<file path="src/rtl/seq_tester_pkg.sv">
`default_nettype none
// ============================================================================
//  Module   : seq_tester_pkg
//  Purpose  : Shared state encoding and default build constants for the
//             serial sequence-detector test sequencer.
//  Contents : LEN_DEF / LAT_DEF defaults, state_t enumeration.
//  Revision : 1.0 - initial release
// ============================================================================
package seq_tester_pkg;

    localparam int LEN_DEF = 16;
    localparam int LAT_DEF = 1;

    typedef enum logic [2:0] {
        IDLE   = 3'd0,
        LOAD   = 3'd1,
        STREAM = 3'd2,
        DRAIN  = 3'd3,
        DONE   = 3'd4
    } state_t;

endpackage
`default_nettype wire

</file>
<file path="src/rtl/seq_detector_test_sequencer_shifter.sv">
`default_nettype none
// ============================================================================
//  Module   : pattern_shifter
//  Purpose  : Parallel-load, shift-left register presenting its MSB as the
//             serial stream bit.
//  Ports    : clk, rst (async active-low), i_load / i_din (parallel load),
//             i_shift (shift left by one, zero fill), o_msb (current bit).
//  Revision : 1.0 - initial release
// ============================================================================
module pattern_shifter
    import seq_tester_pkg::*;
#(
    parameter int LEN = LEN_DEF
) (
    input  logic           clk,
    input  logic           rst,
    input  logic           i_load,
    input  logic           i_shift,
    input  logic [LEN-1:0] i_din,
    output logic           o_msb
);

    logic [LEN-1:0] r_sr;

    // Load wins over shift; the two are never requested together by the top.
    always_ff @(posedge clk or negedge rst) begin
        if (!rst) begin
            r_sr <= '0;
        end else if (i_load) begin
            r_sr <= i_din;
        end else if (i_shift) begin
            r_sr <= {r_sr[LEN-2:0], 1'b0};
        end
    end

    assign o_msb = r_sr[LEN-1];

endmodule
`default_nettype wire

</file>
<file path="src/rtl/seq_detector_test_sequencer.sv">
`default_nettype none
// ============================================================================
//  Module   : seq_detector_test_sequencer
//  Purpose  : Streams a captured LEN-bit pattern (MSB first) into two copies
//             of a serial detector through a shared j / det_rst_n, then
//             compares their w outputs over STREAM+DRAIN and reports counts.
//  Ports    : clk, rst (async active-low), start, pattern  -> run control
//             busy, done                                    -> run status
//             det_rst_n, j                                  -> detector drive
//             w_a, w_b                                      -> detector outputs
//             detect_cnt, mismatch_cnt, first_mis_idx       -> results
//  Revision : 1.0 - initial release
// ============================================================================
module seq_detector_test_sequencer
    import seq_tester_pkg::*;
#(
    parameter  int LEN = LEN_DEF,
    parameter  int LAT = LAT_DEF,
    localparam int CW  = $clog2(LEN + LAT + 1)
) (
    input  logic           clk,
    input  logic           rst,
    input  logic           start,
    input  logic [LEN-1:0] pattern,
    output logic           busy,
    output logic           done,
    output logic           det_rst_n,
    output logic           j,
    input  logic           w_a,
    input  logic           w_b,
    output logic [CW-1:0]  detect_cnt,
    output logic [CW-1:0]  mismatch_cnt,
    output logic [CW-1:0]  first_mis_idx
);

    localparam logic [CW-1:0] c_LAST_STREAM = CW'(LEN - 1);
    localparam logic [CW-1:0] c_LAST_WIN    = CW'(LEN + LAT - 1);
    localparam logic [CW-1:0] c_NO_MIS      = '1;

    state_t        r_state;
    state_t        w_next;
    logic [CW-1:0] r_idx;
    logic          w_msb;
    logic          w_load;
    logic          w_window;

    // Pattern is captured on the same edge that moves IDLE -> LOAD.
    assign w_load   = (r_state == IDLE) && start;
    assign w_window = (r_state == STREAM) || (r_state == DRAIN);

    pattern_shifter #(
        .LEN (LEN)
    ) u_shifter (
        .clk     (clk),
        .rst     (rst),
        .i_load  (w_load),
        .i_shift (r_state == STREAM),
        .i_din   (pattern),
        .o_msb   (w_msb)
    );

    always_ff @(posedge clk or negedge rst) begin
        if (!rst) begin
            r_state <= IDLE;
        end else begin
            r_state <= w_next;
        end
    end

    always_comb begin
        w_next = r_state;
        case (r_state)
            IDLE:    if (start) w_next = LOAD;
            LOAD:    w_next = STREAM;
            STREAM:  if (r_idx == c_LAST_STREAM) w_next = (LAT == 0) ? DONE : DRAIN;
            DRAIN:   if (r_idx == c_LAST_WIN) w_next = DONE;
            DONE:    w_next = IDLE;
            default: w_next = IDLE;
        endcase
    end

    // Window index: runs 0..LEN-1 through STREAM and continues through DRAIN.
    always_ff @(posedge clk or negedge rst) begin
        if (!rst) begin
            r_idx <= '0;
        end else if (r_state == LOAD) begin
            r_idx <= '0;
        end else if (w_window) begin
            r_idx <= r_idx + 1'b1;
        end
    end

    // Results. LEN+LAT < 2**CW, so the counters cannot wrap within a run.
    always_ff @(posedge clk or negedge rst) begin
        if (!rst) begin
            detect_cnt    <= '0;
            mismatch_cnt  <= '0;
            first_mis_idx <= c_NO_MIS;
        end else if (r_state == LOAD) begin
            detect_cnt    <= '0;
            mismatch_cnt  <= '0;
            first_mis_idx <= c_NO_MIS;
        end else if (w_window) begin
            detect_cnt <= detect_cnt + CW'(w_a);
            if (w_a ^ w_b) begin
                mismatch_cnt <= mismatch_cnt + 1'b1;
                // A zero mismatch count marks this as the first one of the run.
                if (mismatch_cnt == '0) begin
                    first_mis_idx <= r_idx;
                end
            end
        end
    end

    assign busy      = (r_state != IDLE);
    assign done      = (r_state == DONE);
    assign j         = (r_state == STREAM) && w_msb;
    // Detectors follow the global reset and are additionally pulsed in LOAD.
    assign det_rst_n = (r_state == LOAD) ? 1'b0 : rst;

endmodule
`default_nettype wire

</file>
<file path="config.mk">
export PLATFORM = sky130hd
export DESIGN_NAME = seq_detector_test_sequencer
export DESIGN_NICKNAME = d
export VERILOG_FILES = /design/src/rtl/seq_tester_pkg.sv /design/src/rtl/seq_detector_test_sequencer_shifter.sv /design/src/rtl/seq_detector_test_sequencer.sv
export SDC_FILE = /design/constraint.sdc
export NUM_CORES = 1
export LEC_CHECK = 0
export ABC_AREA = 1
export CAP_MARGIN = 20
export CORE_ASPECT_RATIO = 1.75
export CORE_UTILIZATION = 56
export CTS_CLUSTER_DIAMETER = 120
export CTS_CLUSTER_SIZE = 10
export DETAILED_ROUTE_END_ITERATION = 12
export GPL_TIMING_DRIVEN = 0
export PLACE_DENSITY = 0.86
export SLEW_MARGIN = 20
export SYNTH_ARGS = -nofsm -noshare
export SYNTH_HDL_FRONTEND = slang
export SYNTH_HIERARCHICAL = 1
export SYNTH_SLANG_ARGS = --single-unit
</file>
<file path="constraint.sdc">
create_clock -name clk -period 2.61 [get_ports clk]
set_input_delay 0.522 -clock clk [delete_from_list [all_inputs] [get_ports clk]]
set_output_delay 0.522 -clock clk [all_outputs]
set_load 0.05 [all_outputs]
</file>
==> results_tabular.tex, run 1 <==
\begin{tabular}{lr}
\hline
Metric & Value \\
\hline
\multicolumn{2}{l}{\textbf{Logic synthesis}} \\
Yosys warns & 6 \\
Cell area after synthesis & roughly 0.0021 sq mm \\
Share of the synthesized area in the top cell type & 0.4026 \\
Gate count after technology mapping & about 260 \\
Proportion of register bits with asynchronous set or reset after synthesis & 1.000 \\
Average footprint of a synthesized cell & 8.066 sq um \\
Post-synth net total & 290 \\
Number of enable-type register cells in the synthesized netlist & 0 \\
Top cells by area, synth & dfrtp\_1, nand2\_1, nand3\_1 \\
Count of distinct cell types in the synthesized netlist & 27 \\
Most common flop cell mapped by yosys & dfrtp\_1 \\
Area leader, netlist & dfrtp\_1 \\
\#FFs+latches synth & 39 \\
Post-synthesis sequential area ratio & 0.4648 \\
\multicolumn{2}{l}{\textbf{STA}} \\
Transition at the pin with the smallest max-transition slack & 0.4963 ns \\
Number of hold violations in the final report & 0 \\
Unrepaired setup endpoints after global routing & false \\
Setup-failing EPs final & 0 \\
Setup ws final & 0.2245 ns \\
Final critical delay including setup and external delays & 2.386 ns \\
Max-Slew Margin vs Limit & 0.6681 \\
Highest Clock Rate & 419.2 MHz \\
Final-report max-slew violation count & 0 \\
Clock skew & 0.008603 ns \\
Final period util & 0.9140 \\
\multicolumn{2}{l}{\textbf{Worst setup path}} \\
Critical path, cell by cell & inv\_1 > nand2\_1 > inv\_1 > nand2\_1 > clkdlybuf4s50\_1 \\
Worst setup path category & flip-flop to primary output \\
Peak fanout along the critical path & 4 \\
Standard cell with the maximum stage delay on the critical path & clkdlybuf4s50\_1 \\
Arrival @ worst endpoint & 1.86 ns \\
Worst setup SP type & flip-flop \\
Kind of capture point of the worst setup path & primary output \\
Critical Path RT & 2.09 ns \\
Slowest Stage Delay on Critical Path & a little over 0.8 ns \\
\multicolumn{2}{l}{\textbf{Final layout}} \\
Layout area overhead & 27.29\% \\
Antenna diode instance count & 0 \\
Share of layout cells above drive strength 1 & 0.1194 \\
Post-layout net count & 337 \\
Final-layout fill cell count & 272 \\
Total area of multi-input combinational cells & about 910 sq um \\
Register area & 982.2 sq um \\
\multicolumn{2}{l}{\textbf{GRT}} \\
Total routing usage reported by global routing & 0.2505 \\
Initial antenna violation count & 0 \\
Number of global-route vias before repair & around 1.9k \\
Wire length of the first global-routing pass & 7.879 mm \\
Aggregate global routing overflow & 0 \\
Largest net degree at the start of global routing & 30 \\
\multicolumn{2}{l}{\textbf{Clocking}} \\
Latest clock arrival within the worst-skew pair & $\sim$0.3 ns \\
TritonCTS clock tree & built \\
Post-CTS Hold Fix Bufs & 0 \\
Setup bufs post-CTS & 0 \\
Num CTS Buffers & 5 \\
Sinks on Clock Net & 39 \\
Maximum buffer depth of the clock tree & 2 \\
Clock Tree Root & clkbuf\_8 \\
CTS clock-pin slew for the worst setup and hold paths & 0.08 ns \\
Count of H-tree levels built during CTS & 2 \\
\multicolumn{2}{l}{\textbf{Routing}} \\
Antenna-violating nets left & 0 \\
Total number of vias & 1858 \\
Drt first-iter violations & 46 \\
DRT Pass-1 Iters & 4 \\
Total wire length after detailed routing & 4.316 mm \\
Routed vias/inst & 5.219 \\
Count of unresolved DRC violations after routing & 0 \\
Detail-routed net length per standard cell & about 12 microns \\
\multicolumn{2}{l}{\textbf{Worst hold path}} \\
Min-delay worst type & input port to asynchronous set/reset pin \\
\multicolumn{2}{l}{\textbf{Place}} \\
Number of I/O port buffers & 39 \\
DP HPWL & approximately 3.2 mm \\
Last weighted congestion value of the routability-driven placer & 0.7850 \\
Pre-CTS setup slack & about 0.28 ns \\
\multicolumn{2}{l}{\textbf{Floorplanning}} \\
Floorplan Core Area & about 0.0036 sq mm \\
Placement row count & 29 \\
Number of primary I/O pins & 40 \\
Total die area & slightly above 0.004 sq mm \\
Height of the chip & approximately 83 microns \\
Die Span X & a little under 50 microns \\
Initial cell density of the core & 0.5824 \\
\multicolumn{2}{l}{\textbf{Power and ir drop}} \\
Power per standard cell area & 1192 mW/mm\^{}2 \\
Total Power Consumption & 0.003207 W \\
Reported leakage power & 1.384 nW \\
Worst IR Drop VDD & 882.5 uV \\
\multicolumn{2}{l}{\textbf{Status}} \\
Result of the run & finished, final reports clean \\
\multicolumn{2}{l}{\textbf{Job}} \\
Max-capacitance violation count & 0 \\
\hline
\end{tabular}
## placed cells by master, fill, tap and decap left out
cell type and instances:
nand3_1 41, nand3_4 1, buf_12 2, nand4_1 9
nor2_4 1, clkdlybuf4s50_1 36, a22o_1 2, xor2_1 1
dfrtp_1 34, clkbuf_8 6, nor3_1 2, o21ai_0 9
ha_1 7, o22ai_1 2, bufinv_16 1, nand2_1 77
dfstp_2 5, clkinv_4 1, buf_6 3, nor2_1 17
nand2_2 2, o21ai_1 2, buf_2 3, inv_1 29
nand3_2 2, clkinv_2 1, dlymetal6s2s_1 1, buf_4 2
inv_2 5, nor2_8 1, a21oi_1 3, dlygate4sd2_1 1
o21ai_2 1
## per-layer routing
metal / share of wire / global-route usage / vias up
met5: 0 / 0 / -
met3: 0.026 / 0.03846 / 7
met4: 0.014 / 0.1016 / 0
li1: - / - / 937
met1: 0.37 / 0.2482 / 875
met2: 0.59 / 0.4955 / 39
## worst max-delay path: cells and delay by family (launching register included)
family                 cells  cell delay (ns)
buffers and inverters      3             0.95
DFF                        1             0.44
and+or+nand+nor            2             0.19
## sequential cells by signal, summed over array words and instances, names as in the netlist
register,cells
r_state,3
first_mis_idx,5
u_shifter/r_sr,16
mismatch_cnt,5
r_idx,5
detect_cnt,5
## final cells by class
| type | count | area share |
|---|---|---|
| buffer | 9 | 0.03442 |
| clock inverter | 3 | 0.01628 |
| multi-input combinational | 180 | 0.3386 |
| clock buffer | 5 | 0.02558 |
| tap | 46 | 0.02140 |
| inverter | 34 | 0.04744 |
| sequential | 39 | 0.3651 |
| timing repair buffer | 40 | 0.1512 |
## logic make-up after synthesis
group	Yosys count	synth area share
adders and majority gates	7	0.04144
xor gates and xnor gates	1	0.004145
and+or+nand+nor	153	0.3339
AOI/OAI and AO/OA	19	0.05151
buffers and inverters	43	0.1042
DFF	39	0.4648
## final timing paths
check / endpoint / cells past startpoint / from / slack (ns)
max reg2reg: u_shifter/r_sr[6]$_DFFE_PN0P_ / 10 / r_state[2]$_DFFE_PN0P_ / 1.00
max in group asynchronous: first_mis_idx[1]$_DFFE_PN1P_ / 2 / rst / 2.01
min reg2reg: first_mis_idx[0]$_DFFE_PN1P_ / 2 / first_mis_idx[0]$_DFFE_PN1P_ / 0.49
max: busy / 5 / r_state[0]$_DFFE_PN0P_ / 0.22
min in group clk: first_mis_idx[0]$_DFFE_PN1P_ / 2 / first_mis_idx[0]$_DFFE_PN1P_ / 0.49
min: detect_cnt[4]$_DFFE_PN0P_ / 1 / rst / 0.09
## power breakdown
| part | leakage [nW] | total (W) | internal, W | switching [W] |
|---|---|---|---|---|
| sequential | 0.487 | 0.00106 | 0.000863 | 0.000193 |
| clock | 0.0581 | 0.000506 | 0.000285 | 0.000222 |
| combinational | 0.839 | 0.00165 | 0.000599 | 0.00105 |
| total | 1.38 | 0.00321 | 0.00175 | 0.00146 |
## synthesized netlist by cell type, types with 3 or more instances
master   instances
dfrtp_1         34
ha_1             7
nor2_1          17
inv_1           29
nand4_1          9
dfstp_2          5
nand2_1         77
buf_6            3
o21ai_0          9
nand3_1         41
inv_2            5
a21oi_1          3
## per-stage QoR
step | hold slack (ns) | area [sq um] | util | std cells | TNS, ns
final | 0.09483 | 2690 | 0.7414 | 356 | 0
after global routing | 0.1050 | 2690 | 0.7414 | 356 | 0
after CTS | 0.09575 | 2688 | 0.7407 | 356 | 0
after detailed placement | 0.4181 | 2576 | 0.7100 | 348 | 0
after global placement | 0.4630 | 2561 | 0.7059 | 347 | -1.240
after floorplan | 0.2264 | 2113 | - | 262 | 0
## repair_timing
action	4_1_cts	5_1_grt
endpoints found under the hold margin	0	0
resized for setup	1	1
setup endpoints to repair	1	1
Note: power is estimated with default switching activity, not from simulation.
==> run 2, diff against run 1 <==
--- a/config.mk
+++ b/config.mk
@@ -8,6 +8,7 @@
 export ABC_AREA = 1
 export CAP_MARGIN = 20
 export CORE_ASPECT_RATIO = 1.75
+export CORE_MARGIN = 2
 export CORE_UTILIZATION = 56
 export CTS_CLUSTER_DIAMETER = 120
 export CTS_CLUSTER_SIZE = 10
==> results_tabular.tex, run 2 (synthesis gave the netlist of run 1 again) <==
\begin{tabular}{lr}
\hline
Metric & Value \\
\hline
\multicolumn{2}{l}{\textbf{Status}} \\
Result of the run & finished, final reports clean (unchanged) \\
\multicolumn{2}{l}{\textbf{Routing}} \\
Count of unresolved DRC violations after routing & 0 (unchanged) \\
Total number of vias & 1929 (was 1858) \\
Routed vias/inst & 5.419 (was 5.219) \\
Antenna-violating nets left & 0 (unchanged) \\
Detail-routed net length per standard cell & 12.98 microns (was 12.12 microns) \\
Total wire length after detailed routing & 4.622 mm (was 4.316 mm) \\
Drt first-iter violations & 72 (was 46) \\
DRT Pass-1 Iters & 4 (unchanged) \\
\multicolumn{2}{l}{\textbf{Worst setup path}} \\
Arrival @ worst endpoint & 1.93 ns (was 1.86 ns) \\
Worst setup SP type & flip-flop (unchanged) \\
Logic depth of the worst register-to-register path & 10 (unchanged) \\
Worst setup path category & flip-flop to primary output (unchanged) \\
Worst R2R End & u\_shifter/r\_sr[11]\$\_DFFE\_PN0P\_ (was u\_shifter/r\_sr[6]\$\_DFFE\_PN0P\_) \\
Critical path, cell by cell & inv\_1 > nand2\_1 > inv\_1 > nand2\_1 > clkdlybuf4s50\_1 (unchanged) \\
Kind of capture point of the worst setup path & primary output (unchanged) \\
Slowest Stage Delay on Critical Path & 0.80 ns (was 0.81 ns) \\
Worst r2r src & r\_state[0]\$\_DFFE\_PN0P\_ (was r\_state[2]\$\_DFFE\_PN0P\_) \\
Peak fanout along the critical path & 4 (unchanged) \\
Slack of the worst reg-to-reg path & 0.98 ns (was 1.00 ns) \\
Critical Path RT & 2.09 ns (about the same) \\
Standard cell with the maximum stage delay on the critical path & clkdlybuf4s50\_1 (unchanged) \\
\multicolumn{2}{l}{\textbf{Final layout}} \\
Number of standard cells in the layout, taps in and fillers out & 356 (unchanged) \\
Antenna diode instance count & 0 (unchanged) \\
Most flops, register & u\_shifter/r\_sr (unchanged) \\
Largest register FFs & 16 (unchanged) \\
Top library cells by usage in the layout, fill and taps aside & nand2\_1, nand3\_1, clkdlybuf4s50\_1 (unchanged) \\
Post-route cell area & 0.002714 sq mm (was 0.002690 sq mm) \\
Post-layout net count & 337 (unchanged) \\
Most common cell after layout, fill and taps aside & nand2\_1 (unchanged) \\
Share of layout cells above drive strength 1 & 0.1194 (unchanged) \\
Layout area overhead & 28.42\% (was 27.29\%) \\
\multicolumn{2}{l}{\textbf{Clocking}} \\
Sinks on Clock Net & 39 (unchanged) \\
Latest clock arrival within the worst-skew pair & 0.30 ns (about the same) \\
Post-CTS Hold Fix Bufs & 0 (unchanged) \\
Maximum buffer depth of the clock tree & 2 (unchanged) \\
Count of H-tree levels built during CTS & 2 (unchanged) \\
Num CTS Buffers & 5 (unchanged) \\
Setup bufs post-CTS & 0 (unchanged) \\
CTS clock-pin slew for the worst setup and hold paths & 0.08 ns (about the same) \\
Clock Tree Root & clkbuf\_8 (unchanged) \\
TritonCTS clock tree & built (unchanged) \\
\multicolumn{2}{l}{\textbf{GRT}} \\
Aggregate global routing overflow & 0 (unchanged) \\
Wire length of the first global-routing pass & 7.955 mm (was 7.879 mm) \\
Largest net degree at the start of global routing & 30 (unchanged) \\
Total routing usage reported by global routing & 0.2407 (was 0.2505) \\
Number of global-route vias before repair & 1922 (was 1901) \\
Initial antenna violation count & 0 (unchanged) \\
\multicolumn{2}{l}{\textbf{STA}} \\
Worst slack on hold paths & 0.09389 ns (was 0.09483 ns) \\
Final critical delay including setup and external delays & 2.455 ns (was 2.386 ns) \\
Setup ws final & 0.1553 ns (was 0.2245 ns) \\
Setup total negative slack & 0 ns (unchanged) \\
Setup-failing EPs final & 0 (unchanged) \\
Max-Slew Margin vs Limit & 0.6629 (was 0.6681) \\
Unrepaired setup endpoints after global routing & false (unchanged) \\
Number of hold violations in the final report & 0 (unchanged) \\
Highest Clock Rate & 407.4 MHz (was 419.2 MHz) \\
Final-report max-slew violation count & 0 (unchanged) \\
Transition at the pin with the smallest max-transition slack & 0.5048 ns (was 0.4963 ns) \\
Clock skew & 0.008193 ns (was 0.008603 ns) \\
Final period util & 0.9405 (was 0.9140) \\
\multicolumn{2}{l}{\textbf{Power and ir drop}} \\
Worst IR Drop VDD & 1016 uV (was 882.5 uV) \\
Reported leakage power & 1.390 nW (was 1.384 nW) \\
Power per standard cell area & 1229 mW/mm\^{}2 (was 1192 mW/mm\^{}2) \\
\multicolumn{2}{l}{\textbf{Floorplanning}} \\
Total die area & 0.004300 sq mm (was 0.004033 sq mm) \\
Floorplan Core Area & 0.003628 sq mm (unchanged) \\
Number of primary I/O pins & 40 (unchanged) \\
Placement row count & 29 (unchanged) \\
Initial cell density of the core & 0.5824 (unchanged) \\
Die Span X & 50.44 microns (was 48.44 microns) \\
Height of the chip & 85.27 microns (was 83.27 microns) \\
\multicolumn{2}{l}{\textbf{Place}} \\
Placement-stage cell area & 0.002576 sq mm (unchanged) \\
DP HPWL & 3.172 mm (was 3.186 mm) \\
Cells after DPL & 348 (unchanged) \\
Number of I/O port buffers & 39 (unchanged) \\
Pre-CTS setup slack & 0.2841 ns (was 0.2805 ns) \\
Last weighted congestion value of the routability-driven placer & 0.7871 (was 0.7850) \\
\multicolumn{2}{l}{\textbf{Worst hold path}} \\
Min-delay worst type & input port to asynchronous set/reset pin (unchanged) \\
\multicolumn{2}{l}{\textbf{Job}} \\
Max-capacitance violation count & 0 (unchanged) \\
\hline
\end{tabular}
==> run 2: cell type report <==
class / count / area [sq um]
timing repair buffer: 40 / 406.6
sequential: 39 / 982.2
clock inverter: 3 / 67.56
multi-input combinational: 180 / 910.9
tap: 46 / 57.56
fill: 276 / 914.6
inverter: 34 / 127.6
clock buffer: 5 / 68.82
buffer: 9 / 92.59
==> run 2: how the worst max path moves through the flow <==
stage | start | slack [ns] | cells past startpoint | end
2_1_floorplan | r_state[0]$_DFFE_PN0P_ | 0.57 | 1 | done
4_1_cts | r_state[1]$_DFFE_PN0P_ | 0.05 | 6 | det_rst_n
3_3_place_gp | rst | -1.23 | 4 | det_rst_n
3_5_place_dp | r_state[2]$_DFFE_PN0P_ | 0.28 | 6 | j
6_report | r_state[0]$_DFFE_PN0P_ | 0.16 | 5 | busy
5_1_grt | r_state[0]$_DFFE_PN0P_ | 0.04 | 5 | busy
==> run 2: critical path: cells and delay by family (launching register included) <==
kind / cells / cell delay [ns]
flops: 1 / 0.46
buf+inv: 3 / 0.97
simple gates: 2 / 0.20
==> run 2: what timing repair did <==
item	4_1_cts	5_1_grt
resized for setup	1	1
pin swaps	0	0
endpoints found under the setup margin	1	1
==> run 2: layer usage <==
layer | up-vias | GRT usage | share of wire
met5 | - | 0 | 0
met1 | 905 | 0.2369 | 0.38
li1 | 937 | - | -
met2 | 68 | 0.4533 | 0.55
met4 | 0 | 0.1278 | 0.033
met3 | 19 | 0.04754 | 0.039
==> run 2: power breakdown <==
group | switching [W] | internal (W) | leakage (nW) | total (W)
logic | 0.00106 | 0.000600 | 0.839 | 0.00166
registers | 0.000202 | 0.000863 | 0.487 | 0.00106
clock network | 0.000228 | 0.000381 | 0.0644 | 0.000609
total | 0.00149 | 0.00184 | 1.39 | 0.00334
==> run 2: per-stage QoR <==
step                      utilization  power, W
final                          0.7479  0.003336
after global routing           0.7479  0.003558
after CTS                      0.7472  0.003343
after detailed placement       0.7100  0.002717
after global placement         0.7059  0.002655
after floorplan                     -  0.002238
==> run 3, diff against run 2 <==
--- a/config.mk
+++ b/config.mk
@@ -15,6 +15,8 @@
 export DETAILED_ROUTE_END_ITERATION = 12
 export GPL_TIMING_DRIVEN = 0
 export PLACE_DENSITY = 0.86
+export SETUP_SLACK_MARGIN = 0.5
+export SKIP_LAST_GASP = 1
 export SLEW_MARGIN = 20
 export SYNTH_ARGS = -nofsm -noshare
 export SYNTH_HDL_FRONTEND = slang
==> results_tabular.tex, run 3 (synthesis gave the netlist of run 1 again) <==
\begin{tabular}{lr}
\hline
Metric & Value \\
\hline
\multicolumn{2}{l}{\textbf{Final layout}} \\
Most flops, register & u\_shifter/r\_sr (unchanged) \\
Most common cell after layout, fill and taps aside & nand2\_1 (unchanged) \\
Largest register FFs & 16 (unchanged) \\
Post-layout net count & 337 (unchanged) \\
Antenna diode instance count & 0 (unchanged) \\
Layout area overhead & 27.59\% (was 28.42\%) \\
Top library cells by usage in the layout, fill and taps aside & nand2\_1, nand3\_1, dfrtp\_1 (was nand2\_1, nand3\_1, clkdlybuf4s50\_1) \\
Share of layout cells above drive strength 1 & 0.1323 (was 0.1194) \\
Final-layout fill cell count & 284 (was 276) \\
\multicolumn{2}{l}{\textbf{STA}} \\
Unrepaired setup endpoints after global routing & true (was false) \\
Setup total negative slack & 0 ns (unchanged) \\
Final-report max-slew violation count & 0 (unchanged) \\
Final critical delay including setup and external delays & 2.064 ns (was 2.455 ns) \\
Highest Clock Rate & 484.4 MHz (was 407.4 MHz) \\
Number of hold violations in the final report & 0 (unchanged) \\
Final period util & 0.7909 (was 0.9405) \\
Clock skew & 0.006889 ns (was 0.008193 ns) \\
Setup ws final & 0.5457 ns (was 0.1553 ns) \\
Setup-failing EPs final & 0 (unchanged) \\
Max-Slew Margin vs Limit & 0.6624 (was 0.6629) \\
Transition at the pin with the smallest max-transition slack & 0.5055 ns (was 0.5048 ns) \\
\multicolumn{2}{l}{\textbf{Place}} \\
Pre-CTS setup slack & 0.2841 ns (unchanged) \\
DP HPWL & 3.172 mm (unchanged) \\
Number of I/O port buffers & 39 (unchanged) \\
Last weighted congestion value of the routability-driven placer & 0.7871 (unchanged) \\
\multicolumn{2}{l}{\textbf{Status}} \\
Result of the run & finished, final reports clean (unchanged) \\
\multicolumn{2}{l}{\textbf{Floorplanning}} \\
Total die area & 0.004300 sq mm (unchanged) \\
Initial cell density of the core & 0.5824 (unchanged) \\
Number of primary I/O pins & 40 (unchanged) \\
Die Span X & 50.44 microns (unchanged) \\
Placement row count & 29 (unchanged) \\
Floorplan Core Area & 0.003628 sq mm (unchanged) \\
Height of the chip & 85.27 microns (unchanged) \\
\multicolumn{2}{l}{\textbf{GRT}} \\
Initial antenna violation count & 0 (unchanged) \\
Aggregate global routing overflow & 0 (unchanged) \\
Wire length of the first global-routing pass & 7.983 mm (was 7.955 mm) \\
Largest net degree at the start of global routing & 30 (unchanged) \\
Number of global-route vias before repair & 1929 (was 1922) \\
Total routing usage reported by global routing & 0.2414 (was 0.2407) \\
\multicolumn{2}{l}{\textbf{Clocking}} \\
Sinks on Clock Net & 39 (unchanged) \\
Clock Tree Root & clkbuf\_8 (unchanged) \\
Maximum buffer depth of the clock tree & 2 (unchanged) \\
Setup bufs post-CTS & 0 (unchanged) \\
Num CTS Buffers & 5 (unchanged) \\
Post-CTS Hold Fix Bufs & 0 (unchanged) \\
CTS clock-pin slew for the worst setup and hold paths & 0.08 ns (about the same) \\
TritonCTS clock tree & built (unchanged) \\
Latest clock arrival within the worst-skew pair & 0.30 ns (about the same) \\
Count of H-tree levels built during CTS & 2 (unchanged) \\
\multicolumn{2}{l}{\textbf{Routing}} \\
Routed vias/inst & 5.348 (was 5.419) \\
Max Used Layer & met4 (unchanged) \\
Met2 wire length & 2.575 mm (was 2.557 mm) \\
Total wire length after detailed routing & 4.639 mm (was 4.622 mm) \\
Routed met3 length & 178 microns (unchanged) \\
Antenna-violating nets left & 0 (unchanged) \\
Detail-routed net length per standard cell & 13.03 microns (was 12.98 microns) \\
M1 WL & 1.745 mm (was 1.734 mm) \\
Total number of vias & 1904 (was 1929) \\
Drt first-iter violations & 67 (was 72) \\
Count of unresolved DRC violations after routing & 0 (unchanged) \\
DRT Pass-1 Iters & 4 (unchanged) \\
\multicolumn{2}{l}{\textbf{Worst setup path}} \\
Critical path, cell by cell & nor3\_1 > clkdlybuf4s15\_1 (was inv\_1 > nand2\_1 > inv\_1 > nand2\_1 > clkdlybuf4s50\_1) \\
Critical Path RT & 2.09 ns (about the same) \\
Arrival @ worst endpoint & 1.54 ns (was 1.93 ns) \\
Kind of capture point of the worst setup path & primary output (unchanged) \\
Worst setup path category & flip-flop to primary output (unchanged) \\
Slowest Stage Delay on Critical Path & 0.53 ns (was 0.80 ns) \\
Buffers and inverters on the worst path & 1 (was 3) \\
Worst setup SP type & flip-flop (unchanged) \\
Critical path's top delay family & buffers and inverters (unchanged) \\
Peak fanout along the critical path & 4 (unchanged) \\
Standard cell with the maximum stage delay on the critical path & clkdlybuf4s15\_1 (was clkdlybuf4s50\_1) \\
\multicolumn{2}{l}{\textbf{Power and ir drop}} \\
Power per standard cell area & 1223 mW/mm\^{}2 (was 1229 mW/mm\^{}2) \\
Reported leakage power & 1.411 nW (was 1.390 nW) \\
Worst IR Drop VDD & 992.0 uV (was 1016 uV) \\
\multicolumn{2}{l}{\textbf{Job}} \\
Max-capacitance violation count & 0 (unchanged) \\
\multicolumn{2}{l}{\textbf{Worst hold path}} \\
Min-delay worst type & input port to asynchronous set/reset pin (unchanged) \\
\hline
\end{tabular}
## run 3: layout make-up
cell class,instances,area (sq um),area share
sequential,39,982.2,0.3643
multi-input combinational,180,913.4,0.3387
inverter,34,127.6,0.04733
clock inverter,3,67.56,0.02506
clock buffer,5,68.82,0.02552
tap,46,57.56,0.02135
buffer,9,92.59,0.03434
timing repair buffer,40,386.6,0.1434
## run 3: final timing paths
check                                             startpoint                             to  slack (ns)  cells past startpoint
max in group asynchronous                                rst   first_mis_idx[0]$_DFFE_PN1P_        2.00                      2
worst min-delay path                                     rst    mismatch_cnt[2]$_DFFE_PN0P_         0.1                      1
worst max-delay path                  r_state[0]$_DFFE_PN0P_                           done        0.55                      2
min in group clk                first_mis_idx[3]$_DFFE_PN1P_   first_mis_idx[3]$_DFFE_PN1P_        0.49                      2
worst max register to register        r_state[0]$_DFFE_PN0P_  u_shifter/r_sr[6]$_DFFE_PN0P_        0.96                     10
worst min register to register  first_mis_idx[3]$_DFFE_PN1P_   first_mis_idx[3]$_DFFE_PN1P_        0.49                      2
## run 3: report_power, final
group          switching, W  internal (W)  leakage, nW  total, W
logic               0.00106      0.000564        0.860   0.00163
registers          0.000199      0.000862        0.487   0.00106
clock network      0.000227      0.000381       0.0644  0.000608
total               0.00149       0.00181         1.41   0.00330
## run 3: timing repair
| item | CTS | global route |
|---|---|---|
| gates cloned | 0 | 0 |
| endpoints found under the setup margin | 11 | 4 |
| gates resized for setup | 19 | 9 |
| endpoints found under the hold margin | 0 | 0 |
## run 3: per-layer routing
metal | GRT usage | vias to the layer above
met5 | 0 | -
met4 | 0.1278 | 0
met3 | 0.04754 | 15
met2 | 0.4545 | 55
met1 | 0.2380 | 899
li1 | - | 935
## run 3: worst reg2reg max path, stage by stage (launching register included)
cell	delay (ns)
dfrtp_1	0.46
inv_1	0.11
nand2_1	0.11
inv_1	0.09
nand2_1	0.07
nor2_1	0.12
buf_6	0.17
inv_2	0.08
clkbuf_8	0.16
nand3_1	0.08
nand3_1	0.08
## run 3: per-stage QoR
stage | hold slack, ns | utilization | total power, W | instance area (sq um) | std cells
after CTS | 0.09413 | 0.7441 | 0.003307 | 2700 | 356
after global placement | 0.4632 | 0.7059 | 0.002655 | 2561 | 347
final | 0.09986 | 0.7431 | 0.003297 | 2696 | 356
after floorplan | 0.2264 | - | 0.002238 | 2113 | 262
after detailed placement | 0.4178 | 0.7100 | 0.002717 | 2576 | 348
after global routing | 0.1141 | 0.7431 | 0.003517 | 2696 | 356
